--- src/rtl/uart_pkg.sv ---
// Shared definitions for the memory-mapped UART transmitter: register
// offsets, STATUS bit positions, serialiser state encoding and the
// minimum legal baud divisor.
package uart_pkg;

    // Word offsets inside the register window (addr[1:0] ignored)
    localparam logic [3:0] UART_TXDATA = 4'h0;
    localparam logic [3:0] UART_STATUS = 4'h4;
    localparam logic [3:0] UART_BAUD   = 4'h8;

    // STATUS bit positions
    localparam int ST_BUSY     = 0;
    localparam int ST_FULL     = 1;
    localparam int ST_EMPTY    = 2;
    localparam int ST_OVERFLOW = 3;
    localparam int ST_COUNT_LO = 4;

    // Smallest divisor the serialiser can run with
    localparam logic [15:0] BAUD_MIN = 16'd2;

    typedef enum logic [1:0] {
        TX_IDLE  = 2'd0,
        TX_START = 2'd1,
        TX_DATA  = 2'd2,
        TX_STOP  = 2'd3
    } tx_state_e;

    // Divisors below BAUD_MIN are raised to BAUD_MIN
    function automatic logic [15:0] clamp_baud(input logic [15:0] value);
        return (value < BAUD_MIN) ? BAUD_MIN : value;
    endfunction

endpackage

--- src/rtl/mmio_uart_tx_if.sv ---
// Data-memory bus as seen by an MMIO responder: address, store data and
// strobe from the core; combinational load data and window hit back.
interface mmio_uart_tx_if #(
    parameter int BUS_WIDTH = 32
);
    logic [BUS_WIDTH-1:0] addr;
    logic [BUS_WIDTH-1:0] write_data;
    logic                 write_en;
    logic [BUS_WIDTH-1:0] read_data;
    logic                 hit;

    modport master (
        output addr,
        output write_data,
        output write_en,
        input  read_data,
        input  hit
    );

    modport slave (
        input  addr,
        input  write_data,
        input  write_en,
        output read_data,
        output hit
    );
endinterface

--- src/rtl/sync_fifo.sv ---
// Single-clock FIFO with a combinational head output. A push into a full
// FIFO is dropped even when a pop happens in the same cycle; push and pop
// together on a non-full FIFO leave the count unchanged.
module sync_fifo #(
    parameter int WIDTH = 8,
    parameter int DEPTH = 4,
    localparam int AW = $clog2(DEPTH),
    localparam int CW = AW + 1
) (
    input  logic             clk,
    input  logic             rst,
    input  logic             push,
    input  logic [WIDTH-1:0] din,
    input  logic             pop,
    output logic [WIDTH-1:0] dout,
    output logic             full,
    output logic             empty,
    output logic [CW-1:0]    count
);

    logic [WIDTH-1:0] mem [DEPTH];
    logic [AW-1:0]    wr_ptr;
    logic [AW-1:0]    rd_ptr;
    logic [CW-1:0]    count_d;
    logic             push_ok;
    logic             pop_ok;

    assign full    = (count == CW'(DEPTH));
    assign empty   = (count == '0);
    assign push_ok = push && !full;
    assign pop_ok  = pop && !empty;
    assign dout    = mem[rd_ptr];

    // Next occupancy from the accepted push/pop pair
    always_comb begin
        count_d = count;
        case ({push_ok, pop_ok})
            2'b10:   count_d = count + CW'(1);
            2'b01:   count_d = count - CW'(1);
            default: count_d = count;
        endcase
    end

    // Pointer and occupancy state; pointers wrap naturally at DEPTH
    always_ff @(posedge clk) begin
        if (rst) begin
            wr_ptr <= '0;
            rd_ptr <= '0;
            count  <= '0;
        end else begin
            if (push_ok) wr_ptr <= wr_ptr + AW'(1);
            if (pop_ok)  rd_ptr <= rd_ptr + AW'(1);
            count <= count_d;
        end
    end

    // Storage array, data only
    always_ff @(posedge clk) begin
        if (push_ok) mem[wr_ptr] <= din;
    end

endmodule

--- src/rtl/mmio_uart_tx.sv ---
// Memory-mapped 8N1 UART transmitter. The core stores bytes into a TX
// FIFO through TXDATA; the serialiser drains it LSB-first at the divisor
// held in BAUD. Loads are combinational, stores commit on the clock edge.
module mmio_uart_tx
    import uart_pkg::*;
#(
    parameter int                   BUS_WIDTH    = 32,
    parameter logic [BUS_WIDTH-1:0] BASE_ADDR    = 'h3000,
    parameter int                   FIFO_DEPTH   = 4,
    parameter logic [15:0]          CLKS_PER_BIT = 16'd434
) (
    input  logic          clk,
    input  logic          rst,
    mmio_uart_tx_if.slave bus,
    output logic          tx,
    output logic          busy
);

    localparam int CW = $clog2(FIFO_DEPTH) + 1;

    // ---------------- address decode ----------------
    logic [BUS_WIDTH-1:0] offset;
    logic                 in_window;
    logic [3:0]           word_off;
    logic                 wr_txdata;
    logic                 wr_status;
    logic                 wr_baud;

    assign offset    = bus.addr - BASE_ADDR;
    assign in_window = (offset < BUS_WIDTH'(12));
    assign word_off  = {offset[3:2], 2'b00};
    assign wr_txdata = bus.write_en && in_window && (word_off == UART_TXDATA);
    assign wr_status = bus.write_en && in_window && (word_off == UART_STATUS);
    assign wr_baud   = bus.write_en && in_window && (word_off == UART_BAUD);
    assign bus.hit   = in_window;

    logic unused_wdata;
    assign unused_wdata = ^bus.write_data[BUS_WIDTH-1:16];

    // ---------------- TX FIFO ----------------
    logic          fifo_pop;
    logic [7:0]    fifo_dout;
    logic          fifo_full;
    logic          fifo_empty;
    logic [CW-1:0] fifo_count;

    sync_fifo #(
        .WIDTH (8),
        .DEPTH (FIFO_DEPTH)
    ) u_fifo (
        .clk   (clk),
        .rst   (rst),
        .push  (wr_txdata),
        .din   (bus.write_data[7:0]),
        .pop   (fifo_pop),
        .dout  (fifo_dout),
        .full  (fifo_full),
        .empty (fifo_empty),
        .count (fifo_count)
    );

    // ---------------- register file ----------------
    logic [15:0] baud_q;
    logic        overflow_q;

    // BAUD divisor and sticky overflow flag; reset wins over any store
    always_ff @(posedge clk) begin
        if (rst) begin
            baud_q     <= clamp_baud(CLKS_PER_BIT);
            overflow_q <= 1'b0;
        end else begin
            if (wr_baud) baud_q <= clamp_baud(bus.write_data[15:0]);
            if (wr_txdata && fifo_full)
                overflow_q <= 1'b1;
            else if (wr_status && bus.write_data[ST_OVERFLOW])
                overflow_q <= 1'b0;
        end
    end

    // Four-bit count field saturates if a deeper FIFO is configured
    logic [31:0] count_wide;
    logic [3:0]  count_field;
    assign count_wide  = 32'(fifo_count);
    assign count_field = (count_wide > 32'd15) ? 4'hF : count_wide[3:0];

    function automatic logic [7:0] status_byte(
        input logic       b,
        input logic       f,
        input logic       e,
        input logic       o,
        input logic [3:0] c
    );
        logic [7:0] s;
        s                          = '0;
        s[ST_BUSY]                 = b;
        s[ST_FULL]                 = f;
        s[ST_EMPTY]                = e;
        s[ST_OVERFLOW]             = o;
        s[ST_COUNT_LO+3:ST_COUNT_LO] = c;
        return s;
    endfunction

    // Same-cycle load path; zero outside the window and for TXDATA
    always_comb begin
        bus.read_data = '0;
        if (in_window) begin
            case (word_off)
                UART_STATUS: bus.read_data[7:0]  = status_byte(busy, fifo_full, fifo_empty,
                                                               overflow_q, count_field);
                UART_BAUD:   bus.read_data[15:0] = baud_q;
                default:     bus.read_data       = '0;
            endcase
        end
    end

    // ---------------- serialiser ----------------
    tx_state_e   state_q, state_d;
    logic [7:0]  shift_q, shift_d;
    logic [2:0]  bitcnt_q, bitcnt_d;
    logic [15:0] cnt_q, cnt_d;
    logic [15:0] div_q, div_d;
    logic        tx_q, tx_d;
    logic        bit_done;
    logic        load_frame;

    assign bit_done = (cnt_q == div_q - 16'd1);
    assign tx       = tx_q;
    assign busy     = (state_q != TX_IDLE) || !fifo_empty;

    // Next-state logic; a new frame is loaded from IDLE or straight out of STOP
    always_comb begin
        state_d    = state_q;
        shift_d    = shift_q;
        bitcnt_d   = bitcnt_q;
        cnt_d      = cnt_q;
        div_d      = div_q;
        tx_d       = tx_q;
        load_frame = 1'b0;

        case (state_q)
            TX_IDLE: begin
                load_frame = !fifo_empty;
            end
            TX_START: begin
                if (bit_done) begin
                    cnt_d    = '0;
                    tx_d     = shift_q[0];
                    shift_d  = {1'b0, shift_q[7:1]};
                    bitcnt_d = '0;
                    state_d  = TX_DATA;
                end else begin
                    cnt_d = cnt_q + 16'd1;
                end
            end
            TX_DATA: begin
                if (bit_done) begin
                    cnt_d = '0;
                    if (bitcnt_q == 3'd7) begin
                        tx_d    = 1'b1;
                        state_d = TX_STOP;
                    end else begin
                        tx_d     = shift_q[0];
                        shift_d  = {1'b0, shift_q[7:1]};
                        bitcnt_d = bitcnt_q + 3'd1;
                    end
                end else begin
                    cnt_d = cnt_q + 16'd1;
                end
            end
            TX_STOP: begin
                if (bit_done) begin
                    cnt_d = '0;
                    if (!fifo_empty) load_frame = 1'b1;
                    else             state_d    = TX_IDLE;
                end else begin
                    cnt_d = cnt_q + 16'd1;
                end
            end
            default: state_d = TX_IDLE;
        endcase

        // Divisor is captured here so BAUD stores never disturb a frame in flight
        if (load_frame) begin
            shift_d  = fifo_dout;
            div_d    = baud_q;
            tx_d     = 1'b0;
            cnt_d    = '0;
            bitcnt_d = '0;
            state_d  = TX_START;
        end
    end

    assign fifo_pop = load_frame;

    // Serialiser control state, reset to an idle-high line
    always_ff @(posedge clk) begin
        if (rst) begin
            state_q  <= TX_IDLE;
            tx_q     <= 1'b1;
            cnt_q    <= '0;
            bitcnt_q <= '0;
        end else begin
            state_q  <= state_d;
            tx_q     <= tx_d;
            cnt_q    <= cnt_d;
            bitcnt_q <= bitcnt_d;
        end
    end

    // Frame data registers, loaded only when a frame starts or shifts
    always_ff @(posedge clk) begin
        shift_q <= shift_d;
        div_q   <= div_d;
    end

endmodule

--- src/flat_wrapper.sv ---
// flat-port wrapper written by rule: the top's interface ports become plain ports
module mmio_uart_tx_flat import uart_pkg::*;
#(
    parameter int                   BUS_WIDTH    = 32,
    parameter logic [BUS_WIDTH-1:0] BASE_ADDR    = 'h3000,
    parameter int                   FIFO_DEPTH   = 4,
    parameter logic [15:0]          CLKS_PER_BIT = 16'd434
)
  (clk, rst, tx, busy, bus_addr, bus_write_data, bus_write_en, bus_read_data, bus_hit);
  mmio_uart_tx_if #(.BUS_WIDTH(BUS_WIDTH)) bus_i ();
  input  logic clk;
  input  logic rst;
  output logic tx;
  output logic busy;
  input wire logic [$bits(bus_i.addr)-1:0] bus_addr;
  input wire logic [$bits(bus_i.write_data)-1:0] bus_write_data;
  input wire logic [$bits(bus_i.write_en)-1:0] bus_write_en;
  output wire logic [$bits(bus_i.read_data)-1:0] bus_read_data;
  output wire logic [$bits(bus_i.hit)-1:0] bus_hit;
  assign bus_i.addr = bus_addr;
  assign bus_i.write_data = bus_write_data;
  assign bus_i.write_en = bus_write_en;
  assign bus_read_data = bus_i.read_data;
  assign bus_hit = bus_i.hit;
  mmio_uart_tx #(.BUS_WIDTH(BUS_WIDTH), .BASE_ADDR(BASE_ADDR), .FIFO_DEPTH(FIFO_DEPTH), .CLKS_PER_BIT(CLKS_PER_BIT)) u_core (.clk(clk), .rst(rst), .bus(bus_i), .tx(tx), .busy(busy));
endmodule
--- config.mk ---
export PLATFORM = sky130hd
export DESIGN_NAME = mmio_uart_tx_flat
export DESIGN_NICKNAME = d
export VERILOG_FILES = /design/src/rtl/uart_pkg.sv /design/src/rtl/mmio_uart_tx_if.sv /design/src/rtl/sync_fifo.sv /design/src/rtl/mmio_uart_tx.sv /design/src/flat_wrapper.sv
export SDC_FILE = /design/constraint.sdc
export NUM_CORES = 1
export LEC_CHECK = 0
export BUFFER_PORTS_ARGS = -buffer_cell sky130_fd_sc_hd__buf_2
export CAP_MARGIN = 20
export CORE_MARGIN = 2
export CORE_UTILIZATION = 53
export CTS_CLUSTER_SIZE = 20
export DETAILED_ROUTE_END_ITERATION = 10
export PLACE_DENSITY = 0.84
export SYNTH_ARGS = -nofsm -noshare
export SYNTH_HDL_FRONTEND = slang
export SYNTH_HIERARCHICAL = 1
export SYNTH_SLANG_ARGS = --single-unit
--- constraint.sdc ---
create_clock -name clk -period 10.88 [get_ports clk]
set_clock_uncertainty 0.2 [all_clocks]
set_input_delay 2.72 -clock clk [delete_from_list [all_inputs] [get_ports clk]]
set_output_delay 2.72 -clock clk [all_outputs]
set_load 0.1 [all_outputs]
### Yosys cells after proc, flatten, opt, wreduce, memory -nomap -nowiden

Memory sizes are Yosys's and may differ from the RTL's. A register that Yosys moved wholly into a read port is not among the register bits.
Index checks and enable logic that the tools add are counted.

* register bits: 70
* RAM bits: 32
* output and inout port bits: 35
* logic and storage cells: 111
* memories: 1

* add/sub/neg operators: 8
* magnitude comparators: 3
* equal/unequal tests: 22
* multiplexer cells: 37
* reductions and logical operators: 28

Memory list
* u_core.u_fifo.mem: words 4, width 8, read ports 1, clocked after Yosys merged registers in 1, wr ports 1, line sync_fifo.sv:21 `logic [WIDTH-1:0] mem [DEPTH];`

Operator list (count)
* two-way mux 16 bit: 3
* two-way mux 8 bit: 5
* less-than comparator 32 x 4 -> 1 bit, second input constant: 1
* one-hot mux 8 bit (2 select lines): 2
* subtractor 32 x 14 -> 32 bit, second input constant: 1
* adder 16 x 1 -> 16 bit, second input constant: 1
* == test 16 bit: 1
* less-than comparator 16 x 2 -> 1 bit, second input constant: 1
* subtractor 16 x 1 -> 16 bit, second input constant: 1
* != test 3 x 2 -> 1 bit, second input constant: 5
* two-way mux 2 bit: 7
* one-hot mux 3 bit (2 select lines): 2
* AND reduction 6 bit: 2
* two-way mux 1 bit: 11
* != test 2 x 1 -> 1 bit, second input constant: 5
* two-way mux 3 bit: 3
* == test 2 bit, second input constant: 4
* logical AND 1 bit: 8
* AND reduction 4 bit: 2
* nonzero test 2 bit: 4
* adder 3 x 1 -> 3 bit, second input constant: 2
* == test 2 x 1 -> 1 bit, second input constant: 3
* == test 3 bit, second input constant: 2
* one-hot mux 2 bit (3 select lines): 1
* other kinds (17): 21

### Logic depth before layout (Yosys ltp)

Gate-level depths: netlist of run 1.

* depth after elaboration: 7
* mapped depth: 18
* gate-level depth less buffers: 17

### By module

Netlist of run 1, hierarchy kept.

By module, submodules not included
* mmio_uart_tx: instances 1, cells each 406, area each 3703.6 um2, sequential area each 1501.4 um2
* sync_fifo: instances 1, cells each 96, area each 1630.3 um2, sequential area each 1141.1 um2

### Worst setup path after synthesis of run 1

OpenSTA, ideal clock, no wires.

* kind: input to output
* from: input port bus_addr[13]
* to: output port bus_read_data[10]
* arrival: 5.676 ns
* data required time: 7.960 ns
* setup slack: 2.284 ns
* cell stages on the path: 6
* path buffers: 1
* cell sequence: a2111oi_0 xor2_1 nor4b_1 o21a_1 clkbuf_1 and3_1

* cells in the longest elaborated chain, start to end: 3

RTL lines
* start, declared: line flat_wrapper.sv:15 `input wire logic [$bits(bus_i.addr)-1:0] bus_addr;`
* subtractor 32 x 14 -> 32 bit: line mmio_uart_tx.sv:29 `assign offset = bus.addr - BASE_ADDR;`
* less-than comparator 32 x 4 -> 1 bit: line mmio_uart_tx.sv:30 `assign in_window = (offset < BUS_WIDTH'(12));`
* via bus_hit: line flat_wrapper.sv:19 `output wire logic [$bits(bus_i.hit)-1:0] bus_hit;`
* two-way mux 16 bit: line mmio_uart_tx.sv:106 `if (in_window) begin`
* end, declared: line flat_wrapper.sv:18 `output wire logic [$bits(bus_i.read_data)-1:0] bus_read_data;`

The timed path passes the listed nets, and every way through them passes these cells.

### Final worst setup path of run 1

* from: input port bus_addr[13]
* to: output port bus_read_data[3]

* cells in the longest elaborated chain, start to end: 3

RTL lines (line)
* subtractor 32 x 14 -> 32 bit: mmio_uart_tx.sv:29
* less-than comparator 32 x 4 -> 1 bit: mmio_uart_tx.sv:30
* two-way mux 16 bit: mmio_uart_tx.sv:106

Every way passes these cells.

==> results by stage, run 1 <==
Timing:
- The final worst slack is between 2 and 3 ns.
- The number of endpoints with negative hold slack in the final report is 0.
- Setup violations remaining at the end of the flow were counted as 0.
- The transition time at the pin with the least slew margin is ~0.95 ns.
- The number of slew-limit violations in the final report is 0.
- Setup repair after global routing left no endpoint under its margin.
- Headroom to the max-slew limit came out at 0.357.
- The final clock period utilization by the worst path is 0.738.
- The fmax is 0.125 GHz.
- The post-route setup TNS is 0 ns.
- For the finished layout, the period the worst path requires is 8.03 ns.

Logic synthesis:
- The synthesized design contains 56 enable-type register cells.
- The leading register cell type out of synthesis is sky130_fd_sc_hd__edfxtp_1.
- Dividing the synthesized area by the synthesized cell count gives 10.6 sq um.
- The fraction of post-synthesis cell area in the top cell type by area is 0.315.
- Counting instances in the post-synthesis netlist gives the leading cell types as sky130_fd_sc_hd__edfxtp_1, sky130_fd_sc_hd__dfxtp_1, sky130_fd_sc_hd__nor2_1.
- The synthesized design contains 104 register bits.
- The sequential element share of the synthesized area is 0.495.
- The async set-reset flop share out of synthesis is 0.
- The cell type with the highest aggregate area in the netlist is sky130_fd_sc_hd__edfxtp_1.
- The cell area after synthesis is 0.00533 sq mm.
- The number of different library cells in the post-synthesis netlist is 61.
- The yosys synthesis warning count is 6.
- Yosys attributes the largest share of cell area to sky130_fd_sc_hd__edfxtp_1, sky130_fd_sc_hd__dfxtp_1, sky130_fd_sc_hd__ha_1.
- The most used standard cell by instance count after synthesis is sky130_fd_sc_hd__edfxtp_1.
- The number of instances in the synthesized netlist is around 500.

GRT:
- The via count of the first global-routing pass is 3872.
- Across every metal layer, demand over resource in global routing totals 0.212.
- The number of antenna violations at the first check in global routing is 0.
- The first global-routing pass estimated ~19000 um of wire.
- Entering global routing, the biggest net connects 24 pins.
- The final global-route overflow total is 0.

Critical path:
- On the worst path, the slowest cell contributes a delay of 0.51 ns.
- The critical path contains buffers and inverters numbering 2 combined.
- Walking the worst path, the cells encountered are buf_2 -> a2111oi_0 -> xor2_1 -> nor4b_1 -> o21a_1 -> nand2_1 -> nor2_1 -> buf_2.
- The worst endpoint required time is 7.96 ns.
- For the worst setup path, the data arrival time is 5.11 ns.
- The worst setup path is launched from an input port.
- The most numerous cell type found on the critical path is sky130_fd_sc_hd__buf_2.
- The slowest stage of the critical path belongs to the cell sky130_fd_sc_hd__a2111oi_0.
- The type of the worst setup path is in -> out.
- The largest fanout of any net on the critical path is 14.
- The family with the most delay on the worst path is compound AO/OA/AOI/OAI gates.
- The element type at the critical path end is an output pin.

Detailed routing:
- Dividing the detail-routed wire length by the instance count gives 16.3 um.
- Routed signal wires occupy layers up through met4.
- The aggregate routed wire length is 11400 um.
- The number of vias in the routed layout is roughly 4000.
- The initial DRC count is 369.
- The total routed wire length on the met1 layer is approximately 4700 um.
- In the routed design, unresolved DRC markers number 0.
- The sum of met2 wire segment lengths after detailed routing is 5850 um.
- The first detailed-routing pass took 5 iterations.
- The routed via count divided by cell count is 5.70.
- The detail route stage leaves a number of antenna-violating nets equal to 0.
- The routed design uses 702 um of met3 wire.

Run status:
- The flow ran to the end, and the final reports show no timing, DRC or antenna violations.

Clocking:
- The number of buffers on the longest clock path is 2.
- The tree is rooted in a sky130_fd_sc_hd__clkbuf_8.
- The level count of the clock H-tree is 3.
- The quantity of hold-fixing buffers added after cts is 0.
- The CTS clock-pin slew for the worst setup and hold paths is 0.10 ns.
- After clock tree synthesis, the setup repair step added 0 buffers.
- The number of sinks on the clock net is 104.
- The quantity of gates resized following cts is 0.
- The clock buffer count from CTS is 9.
- The clock tree from TritonCTS is built.
- At the later pin of the worst-skew pair, clock insertion delay measures roughly 0.37 ns.

Die:
- between 100 and 150 I/O pins were placed.
- The initial core utilization is 0.546.
- The y dimension of the die is 104 um.
- Row generation in the floorplan step produced 36 rows.
- The floorplan step defined a die boundary enclosing 0.0109 sq mm.
- The core box area is 0.00977 sq mm.
- The horizontal die dimension is 104 um.

Finish:
- The final antenna diode count is 0.
- The total number of nets in the final design is about 650.
- The fraction of final layout cells with drive strength greater than 1 is 0.193.
- The area of all placed cells without fillers is just under 0.006 sq mm.
- The count of filler cells inserted in the layout is about 800.
- The area growth from synthesis to layout is 10.5%.

Power and ir drop:
- The largest voltage drop on the vdd net is between 80 and 90 uV.
- In this run the power density over the cells is 121 mW/mm^2.
- The analysis attributes to cell leakage a power of 2.25 nW.

Placed design:
- The number of port buffers is 67.
- After detailed placement, the total cell area comes to 0.00569 sq mm.
- The pre-CTS setup slack is around 2.9 ns.
- The estimated wirelength of the detail-placed design is 8610 um.
- The congestion estimate from routability-driven global placement came to 0.919.

Run:
- The tool flagged a number of max-cap violations equal to 0.

Worst hold path:
- The path class of the lowest-slack min-delay path is reg -> reg.
==> cell families after synthesis <==
| logic type | after synthesis | share of synthesized area |
|---|---|---|
| adder cells (fa/ha/maj) | 19 | 0.0460 |
| multiplexers | 17 | 0.0565 |
| AO/OA/AOI/OAI | 74 | 0.0952 |
| buffers and inverters | 55 | 0.0525 |
| other | 1 | 0.000703 |
| XOR/XNOR | 37 | 0.0608 |
| AND/OR/NAND/NOR | 195 | 0.193 |
| flip-flops | 104 | 0.495 |
==> registers in the layout, summed over array words and instances, names as in the netlist, named ones only <==
signal / cells
u_core/u_fifo/mem: 32
u_core/baud_q: 16
u_core/cnt_q: 16
u_core/div_q: 16
u_core/shift_q: 8
u_core/bitcnt_q: 3
u_core/u_fifo/count: 3
u_core/state_q: 2
u_core/u_fifo/rd_ptr: 2
u_core/u_fifo/wr_ptr: 2
u_core/overflow_q: 1
u_core/tx: 1
==> layout make-up <==
| class | count | area, sq um | share of cell area |
|---|---|---|---|
| Clock buffer | 9 | 124 | 0.0210 |
| Clock inverter | 7 | 81.3 | 0.0138 |
| Inverter | 21 | 78.8 | 0.0134 |
| Multi-Input combinational cell | 358 | 2470 | 0.419 |
| Sequential cell | 104 | 2640 | 0.448 |
| Tap cell | 133 | 166 | 0.0282 |
| Timing Repair Buffer | 67 | 335 | 0.0569 |
==> layer usage <==
layer,global-route usage,vias up
met5,0,-
met4,0.0695,0
met3,0.0382,20
met2,0.377,173
met1,0.260,1886
li1,-,1907
==> report_power, final <==
part	internal [mW]	total, mW	switching, mW
logic	0.0119	0.0563	0.0445
clock network	0.0920	0.243	0.151
registers	0.412	0.413	0.00135
==> path summary, 6_finish.rpt <==
path                                        start                     end  slack [ns]  cells past startpoint
worst max-delay path                 bus_addr[13]        bus_read_data[3]        2.85                      8
worst min-delay path            u_core/baud_q[15]        u_core/div_q[15]        0.27                      0
worst max register to register    u_core/div_q[0]  u_core/u_fifo/count[2]        5.48                     17
worst min register to register  u_core/baud_q[15]        u_core/div_q[15]        0.27                      0
==> placed cells by master, fill, tap and decap left out, types with 6 or more instances in the layout <==
master,synthesis,final
sky130_fd_sc_hd__ha_1,18,18
sky130_fd_sc_hd__nor3_1,11,11
sky130_fd_sc_hd__a22oi_1,8,8
sky130_fd_sc_hd__o21ai_0,12,12
sky130_fd_sc_hd__edfxtp_1,56,56
sky130_fd_sc_hd__clkbuf_8,0,9
sky130_fd_sc_hd__or3_1,7,7
sky130_fd_sc_hd__inv_1,21,21
sky130_fd_sc_hd__conb_1,1,16
sky130_fd_sc_hd__xor2_1,17,17
sky130_fd_sc_hd__nor2_1,42,42
sky130_fd_sc_hd__a21oi_1,24,24
sky130_fd_sc_hd__nand2_1,30,30
sky130_fd_sc_hd__mux2_4,6,6
sky130_fd_sc_hd__buf_2,2,67
sky130_fd_sc_hd__nor4_1,9,9
sky130_fd_sc_hd__nand3_1,27,27
sky130_fd_sc_hd__dfxtp_1,48,48
sky130_fd_sc_hd__xnor2_1,20,20
sky130_fd_sc_hd__nor2b_1,7,7
sky130_fd_sc_hd__and3_1,21,21
sky130_fd_sc_hd__mux4_2,8,8
sky130_fd_sc_hd__and2_1,11,11
sky130_fd_sc_hd__nand4_1,8,8
==> metrics by stage <==
stage	utilization	power (mW)	hold slack, ns	std cells
floorplan	-	0.467	0.222	517
global placement	0.582	0.476	0.240	683
detailed placement	0.582	0.478	0.240	683
CTS	0.603	0.717	0.270	699
global route	0.603	0.736	0.290	699
finish	0.603	0.712	0.271	699
(Power assumes the default switching activity.)
==> inputs of run 2 (changes only) <==
--- a/config.mk
+++ b/config.mk
@@ -8,10 +8,10 @@
 export BUFFER_PORTS_ARGS = -buffer_cell sky130_fd_sc_hd__buf_2
 export CAP_MARGIN = 20
 export CORE_MARGIN = 2
-export CORE_UTILIZATION = 53
+export CORE_UTILIZATION = 50
 export CTS_CLUSTER_SIZE = 20
 export DETAILED_ROUTE_END_ITERATION = 10
-export PLACE_DENSITY = 0.84
+export PLACE_DENSITY = 0.83
 export SYNTH_ARGS = -nofsm -noshare
 export SYNTH_HDL_FRONTEND = slang
 export SYNTH_HIERARCHICAL = 1
==> constraint.sdc (replaced) <==
create_clock -name clk -period 6.6 [get_ports clk]
set_clock_uncertainty 0.2 [all_clocks]
set_input_delay 1.65 -clock clk [delete_from_list [all_inputs] [get_ports clk]]
set_output_delay 1.65 -clock clk [all_outputs]
set_load 0.1 [all_outputs]
==> run 2 against run 1 <==
Net effect:
- global-route usage decreased by 0.092 points
- sequential cell count unchanged
- first-iteration DRC count increased by 3.0%
- hold slack got worse by 0.00090 ns
- routed wire length increased by 0.39%
- clock power increased by 65%
- critical path type unchanged
- largest power group unchanged
- highest routed layer unchanged
==> results by stage, run 2 (synthesized netlist as in run 1, its figures left out) <==
Run status:
- The run finished with clean final reports.

Critical path:
- The setup slack of the worst register-to-register path is about 1.8 ns.
- The arrival time at the worst endpoint is slightly above 4 ns.
- Measured in cells, the most critical reg-to-reg path has a length of 17.
- The worst endpoint required time is 4.75 ns.
- The worst setup path is of the in -> out kind.
- STA classifies the critical path endpoint as an output pin.
- The worst register-to-register path ends at u_core/u_fifo/count[2].
- The startpoint identified for the worst register-to-register timing path is u_core/div_q[0].
- The largest fanout of any net on the critical path is 14.
- The type of origin of the critical path is an input port.

Detailed routing:
- Dividing the detail-routed via count by the number of cells gives 5.72.
- Across all layers, the routed design uses 4020 vias.
- The initial DRC count is 380.
- The number of nets still failing antenna checks after routing is 0.
- The number of iterations in the first detailed-routing pass is 5.
- The residual DRC count is 0.
- Summed over all layers, the routed wires come to 11500 um.
- In the final routed layout, each cell accounts on average for 16.3 um.

Power and ir drop:
- The largest voltage drop on the vdd net is 140 uV.
- The power density over cell area is 199 mW/mm^2.
- Of the total power, combinational logic draws 0.079.
- The completed layout was analyzed and its total power is between 1 and 1.5 mW.
- The design internal power is 0.852 mW.
- The clock group share of total power is 0.342.
- The share of total power dissipated in sequential elements is 0.579.
- The switching power is 0.325 mW.
- In this run the static leakage power is 2.25 nW.
- The switching part of the total power is 0.276.

Timing:
- The fmax is 0.169 GHz.
- Subtracting the final worst setup slack from the clock period gives 5.92 ns.
- For the pin with the worst max-slew slack, the measured transition is 0.833 ns.
- The final count of negative-setup-slack endpoints is 0.
- The number of slew-limit violations in the final report came to 0.
- The number of endpoints with negative hold slack in the final report is 0.
- The post-route setup TNS is 0 ns.
- The worst max-slew margin expressed relative to the limit is 0.437.
- The final worst slack is a little under 0.7 ns.
- Setup repair after global routing left no endpoint under its margin.
- The final clock period utilization by the worst path is 0.896.

Run:
- Max-cap violations in this run came to 0.

GRT:
- The overall global routing resource usage is 0.211.
- The number of antenna violations at the first check in global routing is 0.
- The final global-route overflow total is 0.
- The largest net degree at the start of global routing is 24.
- The via count of the first global-routing pass came to 3872.
- The first-pass GRT wire length is 19000 um.

Die:
- The y dimension of the die is 107 um.
- The initial utilization of the core area, before any placement, comes to 0.517.
- The I/O pin count is 102.
- The floorplan step defined a die boundary enclosing 0.0115 sq mm.
- The horizontal die dimension is 107 um.
- The core box area is 0.0103 sq mm.
- The floorplan has 37 rows.

Placed design:
- The congestion estimate from routability-driven global placement came to between 0.8 and 0.9.
- The number of port buffers is 67.
- After legalization and detailed placement, the total HPWL measured roughly 8500 um.
- Timing analysis after detailed placement gives a worst setup slack of 0.747 ns.

Finish:
- 0 antenna diodes ended up in the layout.
- The area growth from synthesis to layout is 10.7%.
- The flip-flop count of the largest register, all copies and words added is 32.
- The total number of nets in the final design is between 600 and 700.
- The fraction of final layout cells with drive strength greater than 1 is 0.194.
- The most frequent standard cell in the layout excluding fill and tap cells is sky130_fd_sc_hd__buf_2.
- In the layout the commonest cells are sky130_fd_sc_hd__buf_2, sky130_fd_sc_hd__edfxtp_1, sky130_fd_sc_hd__dfxtp_1.
- The most flop-heavy register is u_core/u_fifo/mem.

Clocking:
- The level count of the clock H-tree is 3.
- The tree is rooted in a sky130_fd_sc_hd__clkbuf_8.
- TritonCTS built the clock tree.
- The quantity of gates resized following cts is 0.
- The clock buffer count from CTS is 9.
- Buffers inserted to repair hold after CTS numbered 0.
- The number of sinks on the clock net is 104.
- Clock latency on the worst-skew pair, taken at its later pin, is 0.38 ns.
- The number of buffers on the longest clock path is 2.
- The CTS clock-pin slew for the worst setup and hold paths is 0.11 ns.
- Buffers added to address setup during post-CTS repair amount to 0.

Worst hold path:
- The tightest min-delay check is of the reg -> reg type.
- The destination of the worst hold path is u_core/div_q[14].
- Counting instances, the worst hold path has a depth of 0.
- The worst hold path begins at u_core/baud_q[14].
==> run 2: worst max path at each step <==
stage          slack, ns  depth (start not counted)          from                end
2_1_floorplan       0.14                          6  bus_addr[13]  bus_read_data[10]
3_3_place_gp        0.80                          8  bus_addr[13]   bus_read_data[0]
3_5_place_dp        0.75                          8  bus_addr[13]   bus_read_data[0]
4_1_cts             0.73                          8  bus_addr[13]   bus_read_data[0]
5_1_grt             0.32                          8  bus_addr[13]   bus_read_data[1]
6_report            0.68                          8  bus_addr[13]   bus_read_data[0]
==> run 2: layout make-up <==
cell class                 count  area (sq um)
sequential                   104          2640
tap                          136           170
fill                         826          4420
clock buffer                   9           124
clock inverter                 7          78.8
multi-input combinational    358          2470
inverter                      21          78.8
timing repair buffer          68           343
==> run 2: power groups by stage <==
stage               logic [mW]  clock network, mW  registers [mW]
finish                  0.0929              0.402           0.681
global route            0.0985              0.432           0.682
CTS                     0.0921              0.411           0.681
detailed placement      0.0917                  0           0.696
global placement        0.0896                  0           0.696
floorplan               0.0737                  0           0.696
==> run 2: through the flow <==
| stage | hold slack [ns] | util | cell area [sq um] | std cells |
|---|---|---|---|---|
| final | 0.270 | 0.572 | 5900 | 703 |
| after global routing | 0.290 | 0.572 | 5900 | 703 |
| after CTS | 0.268 | 0.572 | 5900 | 703 |
| after detailed placement | 0.242 | 0.552 | 5700 | 687 |
| after global placement | 0.237 | 0.552 | 5700 | 687 |
| after floorplan | 0.222 | - | 5390 | 517 |
==> run 2: critical path, stage by stage <==
cell	delay, ns
sky130_fd_sc_hd__buf_2	0.11
sky130_fd_sc_hd__a2111oi_0	0.50
sky130_fd_sc_hd__xor2_1	0.14
sky130_fd_sc_hd__nor4b_1	0.32
sky130_fd_sc_hd__o21a_1	0.48
sky130_fd_sc_hd__nand2_1	0.26
sky130_fd_sc_hd__nor2_1	0.15
sky130_fd_sc_hd__buf_2	0.44
==> run 2: metal layers <==
layer | GRT usage | wire, um | vias up
met5 | 0 | 0 | -
met4 | 0.0761 | 223 | 0
met3 | 0.0357 | 710 | 20
met2 | 0.362 | 5770 | 168
met1 | 0.269 | 4760 | 1924
li1 | - | - | 1908
==> inputs of run 3 (changes only) <==
==> constraint.sdc (replaced) <==
create_clock -name clk -period 6.6 [get_ports clk]
set_clock_uncertainty 0.2 [all_clocks]
set_input_delay 1.32 -clock clk [delete_from_list [all_inputs] [get_ports clk]]
set_output_delay 1.32 -clock clk [all_outputs]
set_load 0.1 [all_outputs]
==> run 3 against run 2 <==
Net effect:
- worst setup slack improved by 0.67 ns
- sequential share of layout area shrank 0.15 points
- first-iteration DRC count decreased by 6.6%
- power rose by 1.6%
- critical path depth did not move
- non-clock buffer count stayed put
- maximum frequency up 13%
==> results by stage, run 3 (synthesized netlist as in run 1, its figures left out) <==
Critical path:
- The delay of the slowest cell on the worst path is 0.51 ns.
- The family with the most delay on the worst path is compound AO/OA/AOI/OAI gates.
- The depth of the worst register-to-register path is 17.
- At the worst endpoint, the required time is 5.08 ns.
- The type of the worst setup path is in -> out.
- The signal on the critical path passes through buf_2 -> a2111oi_0 -> xor2_1 -> nor4b_1 -> o21a_1 -> nand2_1 -> nor2_1 -> buf_2.
- The arrival time at the worst endpoint is 3.73 ns.
- For this design, the slowest cell found on the critical path is sky130_fd_sc_hd__a2111oi_0.
- The critical path contains buffers and inverters numbering 2 combined.
- The type of origin of the critical path is an input port.
- Among the stages of the critical path, the cell type that occurs most often is sky130_fd_sc_hd__buf_2.
- The worst setup path is captured at an output pin.
- The largest fanout of any net on the critical path is 14.
- In this run the number of cells on the critical path is 8.

GRT:
- The total overflow left after global routing is 0.
- Entering global routing, the biggest net connects 24 pins.
- The number of antenna violations at the first check in global routing is 0.
- The via count of the first global-routing pass is 3903.
- For this run, the total global-route usage over all layers was measured as 0.210.
- The first global-routing pass estimated 19200 um of wire.

Power and ir drop:
- In this run the power density over the cells is about 200 mW/mm^2.
- For this design the static power due to leakage is 2.26 nW.
- Across the VDD grid, the largest voltage drop is roughly 130 uV.
- The final total power is 1.19 mW.

Detailed routing:
- In this run the remaining antenna-violating nets after routing total 0.
- The residual DRC count is 0.
- For this block, the routed nets add up to 11700 um of wire.
- The routed via count divided by cell count is 5.73.
- The number of vias in the routed layout is 4031.
- After the first detailed-routing iteration, the DRC count stood at 355.
- The routed wire length per instance is 16.7 um.
- The number of iterations in the first detailed-routing pass is 7.

Timing:
- The final count of negative-setup-slack endpoints is 0.
- The worst pin sits at a relative slew slack of 0.433.
- Setup repair after global routing left no endpoint under its margin.
- Counting I/O delays and the setup requirement, the final critical path takes 5.25 ns.
- The final clock period utilization by the worst path is 0.795.
- The transition time at the pin with the least slew margin is 0.838 ns.
- The number of endpoints with negative hold slack in the final report is 0.
- The fmax is 0.191 GHz.
- The number of slew-limit violations in the final report came to 0.
- In the final timing run, aggregate negative setup slack is 0 ns.

Die:
- In this run the count of I/O pins placed on the die edge is 102.
- The die outline area is 0.0115 sq mm.
- The initial core utilization is 0.517.
- The core region is 0.0103 sq mm.
- From left edge to right edge, the die measures 107 um.
- Measured along the y axis, the die boundary spans 107 um.
- The count of standard-cell rows is 37.

Finish:
- The total number of nets in the final design is 648.
- The top cell types in the final layout, fill and taps aside, are sky130_fd_sc_hd__buf_2, sky130_fd_sc_hd__edfxtp_1, sky130_fd_sc_hd__dfxtp_1.
- The register with the most flip-flops in the layout has 32 of them.
- The count of filler cells inserted in the layout is 860.
- The repair_antennas step left the layout with diodes totalling 0.
- The finished cells cover 0.00592 sq mm.
- The library cell used most frequently in the layout, excluding fill and tap cells, is sky130_fd_sc_hd__buf_2.
- The area growth from synthesis to layout is 11.1%.
- The fraction of final layout cells with drive strength greater than 1 is 0.194.
- Counting flops per register, the top entry is u_core/u_fifo/mem.
- At the end of the flow the core is filled with cells to 0.574.

Placed design:
- The area of placed instances is 0.00570 sq mm.
- The estimated wirelength of the detail-placed design is ~8600 um.
- The congestion estimate from routability-driven global placement came to 0.861.
- Port buffering added 67 buffers.

Clocking:
- Buffers inserted to repair hold after CTS numbered 0.
- The number of sinks on the clock net is between 100 and 150.
- The library cell used as clock root buffer is sky130_fd_sc_hd__clkbuf_8.
- The number of buffers added for setup after CTS is 0.
- The clock tree synthesis step divided the H-tree into 3 levels.
- The number of buffers on the longest clock path is 2.
- The clock insertion delay at the later pin of the skew report is approximately 0.37 ns.
- The quantity of gates resized following cts is 0.
- TritonCTS built the clock tree.
- In this run, CTS created clock tree buffers numbering 9.
- The CTS clock-pin slew for the worst setup and hold paths is 0.11 ns.

Run status:
- The run finished with clean final reports.

Run:
- The tool flagged a number of max-cap violations equal to 0.

Worst hold path:
- The path class of the lowest-slack min-delay path is reg -> reg.
- Counting instances, the worst hold path has a depth of 0.
==> run 3: worst paths after layout <==
path | from | to | slack (ns)
hold / removal | u_core/baud_q[15] | u_core/div_q[15] | 0.28
setup / recovery | bus_addr[13] | bus_read_data[4] | 1.35
setup reg to reg | u_core/div_q[0] | u_core/u_fifo/count[2] | 1.85
hold reg to reg | u_core/baud_q[15] | u_core/div_q[15] | 0.28
==> run 3: cell type report <==
type	instances	area, sq um	area share
Inverter	21	78.8	0.0133
Sequential cell	104	2640	0.446
Clock inverter	7	98.8	0.0167
Tap cell	136	170	0.0287
Multi-Input combinational cell	358	2470	0.416
Clock buffer	9	124	0.0209
Timing Repair Buffer	68	343	0.0579
==> run 3: worst register-to-register path: cells and delay by family (launching register included) <==
family	cells	cell delay, ns
xor gates and xnor gates	1	0.16
AOI/OAI and AO/OA	5	1.28
and+or+nand+nor	4	1.38
adders and majority gates	3	0.80
DFF	1	0.50
buffers and inverters	4	0.37
==> run 3: per-stage QoR <==
stage | std cells | worst slack (ns) | hold slack [ns]
6_report | 703 | 1.35 | 0.282
5_1_grt | 703 | 1.13 | 0.294
4_1_cts | 703 | 1.37 | 0.278
3_5_place_dp | 687 | 1.36 | 0.244
3_3_place_gp | 687 | 1.46 | 0.236
2_1_floorplan | 517 | 0.804 | 0.222
==> run 3: where the power goes <==
part | switching [mW] | internal, mW
sequential | 0.00222 | 0.679
clock | 0.261 | 0.160
combinational | 0.0729 | 0.0196
total | 0.337 | 0.858
==> run 3: routing by layer <==
metal	global-route usage	wire length (um)	part of all wire
met5	0	0	0
met4	0.0649	206	0.018
met2	0.358	5900	0.50
met1	0.278	4870	0.42
met3	0.0297	764	0.065
